==> src/rtl/srlatch_ctrl_pkg.sv <==
// rtl/srlatch_ctrl_pkg.sv - shared encodings for the SR latch sequencer
// Holds the FSM state encoding, set/clear command encoding and the width
// of the shared pulse/gap down-counter.
package srlatch_ctrl_pkg;

  typedef enum logic [1:0] {
    IDLE  = 2'd0,
    PULSE = 2'd1,
    GAP   = 2'd2
  } state_t;

  localparam logic CMD_SET = 1'b1;
  localparam logic CMD_CLR = 1'b0;

  localparam int CNT_W = 4;

endpackage

==> src/rtl/rr_arb2.sv <==
// rtl/rr_arb2.sv - two-input round-robin arbiter with registered last-grant pointer
// Ports:
//   clk      in   clock, rising edge
//   reset    in   synchronous active-high reset (pointer -> last=1, so req[0] wins first tie)
//   req[1:0] in   request vector
//   advance  in   commit the current grant to the pointer
//   gnt[1:0] out  one-hot grant (combinational from req and pointer)
module rr_arb2
  import srlatch_ctrl_pkg::*;
(
  input  logic       clk,
  input  logic       reset,
  input  logic [1:0] req,
  input  logic       advance,
  output logic [1:0] gnt
);

  // Id of the requester granted most recently.
  logic last;

  always_comb begin
    gnt = 2'b00;
    case (req)
      2'b01:   gnt = 2'b01;
      2'b10:   gnt = 2'b10;
      2'b11:   gnt = last ? 2'b01 : 2'b10;
      default: gnt = 2'b00;
    endcase
  end

  always_ff @(posedge clk) begin
    if (reset) begin
      last <= 1'b1;
    end else if (advance && (req != 2'b00)) begin
      last <= gnt[1];
    end
  end

endmodule

==> src/rtl/srlatch_ctrl.sv <==
// rtl/srlatch_ctrl.sv - sequencer sharing one SR latch between two requesters
// Optional feature macro: SRLATCH_CTRL_CHECK_EN (q_fb vs shadow state check).
// Parameters:
//   PULSE_CYC  cycles s or r is held per command (1..15)
//   GAP_CYC    cycles of s=r=0 after a pulse or elided command (1..15)
// Ports:
//   clk, reset          clock (rising edge), synchronous active-high reset
//   req0/cmd0/ack0      requester 0: request, command (1=set, 0=clear), done pulse
//   req1/cmd1/ack1      requester 1: same as requester 0
//   s, r                latch set / reset drives, never both high
//   q_fb                latch q feedback
//   q_exp, q_vld        shadow latch state and its validity
//   busy                sequencer not idle
//   mismatch            sticky feedback error
module srlatch_ctrl
  import srlatch_ctrl_pkg::*;
#(
  parameter int unsigned PULSE_CYC = 2,
  parameter int unsigned GAP_CYC   = 1
) (
  input  logic clk,
  input  logic reset,
  input  logic req0,
  input  logic cmd0,
  output logic ack0,
  input  logic req1,
  input  logic cmd1,
  output logic ack1,
  output logic s,
  output logic r,
  input  logic q_fb,
  output logic q_exp,
  output logic q_vld,
  output logic busy,
  output logic mismatch
);

  // Counter reload values: the counter runs down to zero, so a phase of
  // N cycles loads N-1 on entry.
  localparam logic [CNT_W-1:0] PULSE_LOAD = CNT_W'(PULSE_CYC - 1);
  localparam logic [CNT_W-1:0] GAP_LOAD   = CNT_W'(GAP_CYC - 1);

  state_t           state, state_n;
  logic [CNT_W-1:0] cnt, cnt_n;
  logic             gid, gid_n;
  logic             gcmd, gcmd_n;
  logic             s_n, r_n, ack0_n, ack1_n, q_exp_n, q_vld_n, busy_n;

  logic [1:0]       gnt;
  logic             grant_id;
  logic             grant_cmd;

  rr_arb2 u_arb (
    .clk     (clk),
    .reset   (reset),
    .req     ({req1, req0}),
    .advance (state == IDLE),
    .gnt     (gnt)
  );

  assign grant_id  = gnt[1];
  assign grant_cmd = gnt[1] ? cmd1 : cmd0;

  always_comb begin
    state_n = state;
    cnt_n   = cnt;
    gid_n   = gid;
    gcmd_n  = gcmd;
    s_n     = 1'b0;
    r_n     = 1'b0;
    ack0_n  = 1'b0;
    ack1_n  = 1'b0;
    q_exp_n = q_exp;
    q_vld_n = q_vld;
    busy_n  = 1'b0;

    case (state)
      IDLE: begin
        if (gnt != 2'b00) begin
          gid_n  = grant_id;
          gcmd_n = grant_cmd;
          // Latch already in the requested state: acknowledge without pulsing.
          if (q_vld && (grant_cmd == q_exp)) begin
            ack0_n  = ~grant_id;
            ack1_n  = grant_id;
            state_n = GAP;
            cnt_n   = GAP_LOAD;
          end else begin
            state_n = PULSE;
            cnt_n   = PULSE_LOAD;
            s_n     = (grant_cmd == CMD_SET);
            r_n     = (grant_cmd == CMD_CLR);
            q_exp_n = grant_cmd;
            q_vld_n = 1'b1;
          end
        end
      end
      PULSE: begin
        if (cnt == '0) begin
          ack0_n  = ~gid;
          ack1_n  = gid;
          state_n = GAP;
          cnt_n   = GAP_LOAD;
        end else begin
          s_n   = (gcmd == CMD_SET);
          r_n   = (gcmd == CMD_CLR);
          cnt_n = cnt - CNT_W'(1);
        end
      end
      GAP: begin
        if (cnt == '0) begin
          state_n = IDLE;
        end else begin
          cnt_n = cnt - CNT_W'(1);
        end
      end
      default: begin
        state_n = IDLE;
      end
    endcase

    busy_n = (state_n != IDLE);
  end

  // Reset leaves the physical latch untouched, so the shadow copy is
  // invalidated rather than assumed.
  always_ff @(posedge clk) begin
    if (reset) begin
      state <= IDLE;
      cnt   <= '0;
      gid   <= 1'b0;
      gcmd  <= 1'b0;
      s     <= 1'b0;
      r     <= 1'b0;
      ack0  <= 1'b0;
      ack1  <= 1'b0;
      q_exp <= 1'b0;
      q_vld <= 1'b0;
      busy  <= 1'b0;
    end else begin
      state <= state_n;
      cnt   <= cnt_n;
      gid   <= gid_n;
      gcmd  <= gcmd_n;
      s     <= s_n;
      r     <= r_n;
      ack0  <= ack0_n;
      ack1  <= ack1_n;
      q_exp <= q_exp_n;
      q_vld <= q_vld_n;
      busy  <= busy_n;
    end
  end

`ifdef SRLATCH_CTRL_CHECK_EN
  // Feedback is only trusted while idle, when no pulse is in flight.
  always_ff @(posedge clk) begin
    if (reset) begin
      mismatch <= 1'b0;
    end else if ((state == IDLE) && q_vld && (q_fb != q_exp)) begin
      mismatch <= 1'b1;
    end
  end
`else
  logic unused_q_fb;
  assign unused_q_fb = q_fb;
  assign mismatch    = 1'b0;
`endif

endmodule

==> config.mk <==
export PLATFORM = sky130hd
export DESIGN_NAME = srlatch_ctrl
export DESIGN_NICKNAME = d
export VERILOG_FILES = /design/src/rtl/srlatch_ctrl_pkg.sv /design/src/rtl/rr_arb2.sv /design/src/rtl/srlatch_ctrl.sv
export SDC_FILE = /design/constraint.sdc
export NUM_CORES = 1
export LEC_CHECK = 0
export CAP_MARGIN = 20
export CORE_MARGIN = 5
export CORE_UTILIZATION = 30
export CTS_CLUSTER_DIAMETER = 80
export DETAILED_ROUTE_END_ITERATION = 8
export PLACE_DENSITY = 0.5
export SYNTH_ARGS = -nofsm -noshare
export SYNTH_HDL_FRONTEND = slang
export SYNTH_SLANG_ARGS = --single-unit
==> constraint.sdc <==
create_clock -name clk -period 1.8 [get_ports clk]
set_input_delay 0.18 -clock clk [delete_from_list [all_inputs] [get_ports clk]]
set_output_delay 0.18 -clock clk [all_outputs]
set_load 0.02 [all_outputs]
==> impl_results.md, run 1 <==
* Outcome: finished, final reports clean
* R2r setup slk at 0.11 ns
* Vias in the first global route at 797
* Port bufs at 12
* Post-Syn Nets at 114
* Max-cap violations at 0
* Sequential-to-total area share from yosys stat at 0.361
* Clock transition at the registers of the reported paths at 0.10 ns
* Crit path launch type: register
* Cells on Worst Hold Path at 2
* Register-to-Register Path Depth at 6
* RSZ-0062 raised after global routing: false
* Placed cell areas at 1080 um^2
* Post-synth ARST share at 0
* Count leader, synth: dfxtp_1
* R2R Path Start: cnt[1]
* Arr. time, crit path at 1.91 ns
* Die area at 4150 um^2
* Mapped Area at 888 um^2
* Post-synth top area cell: dfxtp_1
* Prevailing post-synth register cell: dfxtp_1
* Critical path endpoint category: register
* Row Count at 19
* Post-DRT Antenna Nets at 0
* Final hold violations at 0
* Post-layout nets at 135
* Detailed Routing Iterations Pass 1 at 5
* Setup repair bufs after CTS at 0
* Clk root buf: clkbuf_4
* Final setup fails at 0
* 1st-iter DRT viols at 20
* Clock sinks at 16
* Worst Hold Class: reg -> reg
* PnR Total Power at 0.00156 W
* Post-synthesis cell count at 101
* Layout cells sized above 1 at 0.183
* Chip Width at 64.4 um
* Final Cell Area at 1120 um^2
* Vias/cell at 5.34
* Hold worst-path end: gid
* Share of the synthesized area in the top cell type at 0.361
* Minimum clock period at 1.69 ns
* Final WL at 2.10 mm
* Fin Setup TNS at 0 ns
* Yosys reg bits at 16
* Worst-path fanout max at 5
* Die height at 64.4 um
* Max-slew violations at 0
* P&R area growth vs syn at 26.5%
* Post-synth EDFFs at 0
* Starting Density at 0.317
* Largest cells by area after synthesis: dfxtp_1 36%, ha_1 8.5%, a21oi_1 3.9%
* First-pass GRT wire length at 3.66 mm
* Avg Cell Area, Syn at 8.80 um^2
* CTS tree: done
* Yosys cell types at 39
* Synth warn at 0
* Hold path start: gid
* Ant. Diodes at 0
* Clock latency on the worst-skew pair at 0.29 ns
* Fin crit share at 0.941
* H-tree Lvls at 1
* Max Root-Sink Buffers at 2
* DR DRC count at 0
* Largest net degree at the start of global routing at 9
* TritonCTS Buffers at 3
* CP Class: reg -> reg
* Reg2reg end: cnt[0]
* Pwr per Cell Area at 1390 nW/um^2
* Post_cts resized at 0
* Core area at 2810 um^2
* Crit path required time at 2.01 ns
* Routed length per instance at 13.9 um
* Worst slew pin tran at 0.641 ns
* Multi-input logic area at 561 um^2
* Static leakage at 0.434 nW
* Grt total ovfl at 0
* Via count at 806
* Initial antenna violation count at 0
* GPL Wtd Cong at 0.693
* Slew margin rel. at 0.568
* Total Routing Usage GR at 0.111
* VDD IR max at 0.636 mV
* Hold_buf cts at 0
* Clk_skew at 0.00840 ns
* Reg area at 322 um^2
* Hpwl dp at 1.56 mm
* Fmax at 590 MHz
* Most common library cells after synthesis: 16 x dfxtp_1, 9 x nand2_1, 7 x a21oi_1, 7 x nor2_1, 7 x o21ai_0
* # fillers at 290
* I/O pin total at 15
-- registers in the layout (all words and copies together) (netlist names) --
signal and flops:
q_exp 1, ack1 1, s 1, ack0 1
gcmd 1, cnt 4, state 2, gid 1
r 1, q_vld 1, u_arb.last 1, busy 1
-- cells in the final DEF, fill, tap and decap left out, types with 4 or more instances in the layout --
cell             count
a21oi_1              7
buf_4                6
clkdlybuf4s50_1     12
dfxtp_1             15
ha_1                 6
inv_1                4
nand2_1              9
nor2_1               6
o21a_1               4
o21ai_0              6
-- routing by layer --
layer / part of all wire / vias up / wire length (um) / track usage
li1: - / 414 / - / -
met1: 0.49 / 368 / 1030 / 0.151
met2: 0.44 / 17 / 924 / 0.161
met3: 0.039 / 7 / 81 / 0.0207
met4: 0.030 / 0 / 63 / 0.0660
met5: 0 / - / 0 / 0
-- cell type report --
class / count / share of cell area
clock buffer: 3 / 0.0200
multi-input combinational: 79 / 0.499
tap: 31 / 0.0345
sequential: 16 / 0.286
timing repair buffer: 18 / 0.147
inverter: 4 / 0.0134
-- where the power goes --
group / internal (W) / switching, W
Clock: 0.0000779 / 0.000118
Sequential: 0.000448 / 0.0000791
Combinational: 0.000398 / 0.000443
-- worst max path at each step --
stage / start / endpoint
6_report: cnt[1] / cnt[0]
5_1_grt: cnt[1] / cnt[0]
4_1_cts: cnt[0] / cnt[3]
3_5_place_dp: req1 / r
3_3_place_gp: req1 / r
2_1_floorplan: cnt[0] / busy
-- critical path, stage by stage, from the launching register on --
cell	delay, ns
dfxtp_1	0.38
inv_1	0.08
ha_1	0.20
nor3b_1	0.14
buf_4	0.16
a211o_2	0.39
a221oi_2	0.26
-- logic make-up (layout without fill, tap and decap cells) --
logic type,count (synthesis),in the layout,synth area share
AOI/OAI and AO/OA,36,36,0.287
other,1,1,0.00422
adders and majority gates,6,6,0.0845
buffers and inverters,6,25,0.0296
DFF,16,16,0.361
and+or+nand+nor,35,35,0.217
muxes,1,1,0.0169
-- per-stage QoR --
step | instances | setup slack (ns) | utilization | hold WS (ns)
3_3_place_gp | 148 | 0.0464 | 0.385 | 0.452
6_report | 151 | 0.106 | 0.401 | 0.474
3_5_place_dp | 148 | 0.0294 | 0.385 | 0.461
5_1_grt | 151 | 0.00993 | 0.401 | 0.504
2_1_floorplan | 101 | 0.216 | - | 0.419
4_1_cts | 151 | 0.0987 | 0.393 | 0.475
Power figures use the tool's default switching activity.
==> inputs of run 2 (changes only) <==
--- a/config.mk
+++ b/config.mk
@@ -11,6 +11,7 @@
 export CTS_CLUSTER_DIAMETER = 80
 export DETAILED_ROUTE_END_ITERATION = 8
 export PLACE_DENSITY = 0.5
+export SLEW_MARGIN = 20
 export SYNTH_ARGS = -nofsm -noshare
 export SYNTH_HDL_FRONTEND = slang
 export SYNTH_SLANG_ARGS = --single-unit
==> constraint.sdc (replaced) <==
create_clock -name clk -period 2.2 [get_ports clk]
set_input_delay 0.22 -clock clk [delete_from_list [all_inputs] [get_ports clk]]
set_output_delay 0.22 -clock clk [all_outputs]
set_load 0.02 [all_outputs]
==> impl_results.md, run 2 (synthesis gave the netlist of run 1 again) <==
* Outcome: finished, final reports clean (unchanged)
* Clock sinks at 16 (unchanged)
* Fin Setup TNS at 0 ns (unchanged)
* Setup repair bufs after CTS at 0 (unchanged)
* Die height at 64.4 um (unchanged)
* Slew margin rel. at 0.631 (was 0.568)
* Register-to-Register Path Depth at 6 (unchanged)
* Minimum clock period at 1.84 ns (was 1.69 ns)
* Final Cell Area at 1070 um^2 (was 1120 um^2)
* Chip Width at 64.4 um (unchanged)
* DR DRC count at 0 (unchanged)
* TritonCTS Buffers at 3 (unchanged)
* # fillers at 283 (was 290)
* R2R Path Start: state[0] (was cnt[1])
* CTS tree: done (unchanged)
* Detailed Routing Iterations Pass 1 at 4 (was 5)
* Pwr per Cell Area at 1130 nW/um^2 (was 1390 nW/um^2)
* Hold path start: gid (unchanged)
* Final setup fails at 0 (unchanged)
* Top reg by flops: cnt (unchanged)
* Crit path required time at 2.41 ns (was 2.01 ns)
* P&R area growth vs syn at 20.8% (was 26.5%)
* Total Routing Usage GR at 0.107 (was 0.111)
* Final WL at 1.98 mm (was 2.10 mm)
* RSZ-0062 raised after global routing: false (unchanged)
* Post-DRT Antenna Nets at 0 (unchanged)
* Layout Cells excl Fill at 147 (was 151)
* Arr. time, crit path at 2.06 ns (was 1.91 ns)
* Hpwl dp at 1.47 mm (was 1.56 mm)
* Clk_skew at 0.00552 ns (was 0.00840 ns)
* # placed instances at 144 (was 148)
* Fin crit share at 0.838 (was 0.941)
* Cell-by-cell trace of the critical path: inv_1 -> ha_1 -> nor3b_1 -> a211o_2 -> a21oi_2 -> a221oi_2 (was inv_1 -> ha_1 -> nor3b_1 -> buf_4 -> a211o_2 -> a221oi_2)
* Max-cap violations at 0 (unchanged)
* First-pass GRT wire length at 3.49 mm (was 3.66 mm)
* Core area at 2810 um^2 (unchanged)
* Worst slew pin tran at 0.552 ns (was 0.641 ns)
* Die area at 4150 um^2 (unchanged)
* Most frequent cells in the layout: 16 x dfxtp_1, 12 x clkdlybuf4s50_1, 9 x nand2_1 (was 15 x dfxtp_1, 12 x clkdlybuf4s50_1, 9 x nand2_1, 7 x a21oi_1)
* R2r setup slk at 0.36 ns (was 0.11 ns)
* Reg2reg end: cnt[0] (unchanged)
* Cells on Worst Hold Path at 2 (unchanged)
* GPL Wtd Cong at 0.705 (was 0.693)
* Max reg flops at 4 (unchanged)
* Commonest non-fill, non-tap cell in the layout: dfxtp_1 (unchanged)
* Critical path endpoint category: register (unchanged)
* 1st-iter DRT viols at 15 (was 20)
* Crit path launch type: register (unchanged)
* VDD IR max at 0.389 mV (was 0.636 mV)
* Max incr delay on CP at 0.49 ns (was 0.39 ns)
* Post-layout nets at 131 (was 135)
* I/O pin total at 15 (unchanged)
* Row Count at 19 (unchanged)
* Port bufs at 12 (unchanged)
* H-tree Lvls at 1 (unchanged)
* Worst-path fanout max at 7 (was 5)
* Max-slew violations at 0 (unchanged)
* Layout cells sized above 1 at 0.112 (was 0.183)
* Worst Hold Class: reg -> reg (unchanged)
* Clock transition at the registers of the reported paths at 0.10 ns (about the same)
* Max Root-Sink Buffers at 2 (unchanged)
* Post_cts resized at 0 (unchanged)
* CP Class: reg -> reg (unchanged)
* Vias/cell at 5.33 (was 5.34)
* Starting Density at 0.317 (unchanged)
* Grt total ovfl at 0 (unchanged)
* Routed length per instance at 13.5 um (was 13.9 um)
* Placed cell areas at 1050 um^2 (was 1080 um^2)
* Initial antenna violation count at 0 (unchanged)
* Top Registers: cnt x4, state x2 (unchanged)
* Ant. Diodes at 0 (unchanged)
* Static leakage at 0.409 nW (was 0.434 nW)
* Fmax at 542 MHz (was 590 MHz)
* Slowest library cell on the worst path: nor3b_1 (was a211o_2)
* Clock latency on the worst-skew pair at 0.29 ns (about the same)
* Hold_buf cts at 0 (unchanged)
* Clk root buf: clkbuf_4 (unchanged)
* Vias in the first global route at 776 (was 797)
* Critical path origin: state[0] (was cnt[1])
* Hold worst-path end: gid (unchanged)
* Final hold violations at 0 (unchanged)
* Largest net degree at the start of global routing at 12 (was 9)
* Via count at 784 (was 806)
[run 2: how the worst max path moves through the flow]
stage | to
after global placement | r
after floorplan | busy
after CTS | cnt[0]
after global routing | cnt[0]
after detailed placement | r
final | cnt[0]
[run 2: power breakdown]
part	internal, W	switching, W
registers	0.000365	0.0000664
logic	0.000285	0.000340
clock network	0.0000636	0.0000964
[run 2: per-layer routing]
metal  up-vias  global-route usage  routed length, um
met5         -                   0                  0
met4         0              0.0475                 29
met3         4              0.0259                 67
met1       363               0.135                952
li1        401                   -                  -
met2        16               0.173                928
[run 2: layout make-up]
type,instances,area [um^2],share of cell area
Multi-Input combinational cell,79,542,0.505
Sequential cell,16,320,0.298
Timing Repair Buffer,14,135,0.126
Tap cell,31,38.8,0.0361
Clock buffer,3,22.5,0.0210
Inverter,4,15.0,0.0140
[run 2: worst max-delay path, delay by kind of cell (launching register included)]
kind | cells | cell delay [ns]
flops | 1 | 0.37
fa+ha+maj | 1 | 0.28
buf+inv | 1 | 0.10
simple gates | 1 | 0.49
compound gates | 3 | 0.53
[run 2: stage by stage]
step,worst slack (ns),power [W],hold WS (ns),utilization
6_report,0.355,0.00122,0.485,0.383
5_1_grt,0.151,0.00133,0.520,0.383
4_1_cts,0.350,0.00123,0.485,0.383
3_5_place_dp,0.302,0.00106,0.468,0.375
3_3_place_gp,0.321,0.00105,0.452,0.375
2_1_floorplan,0.616,0.000863,0.445,-
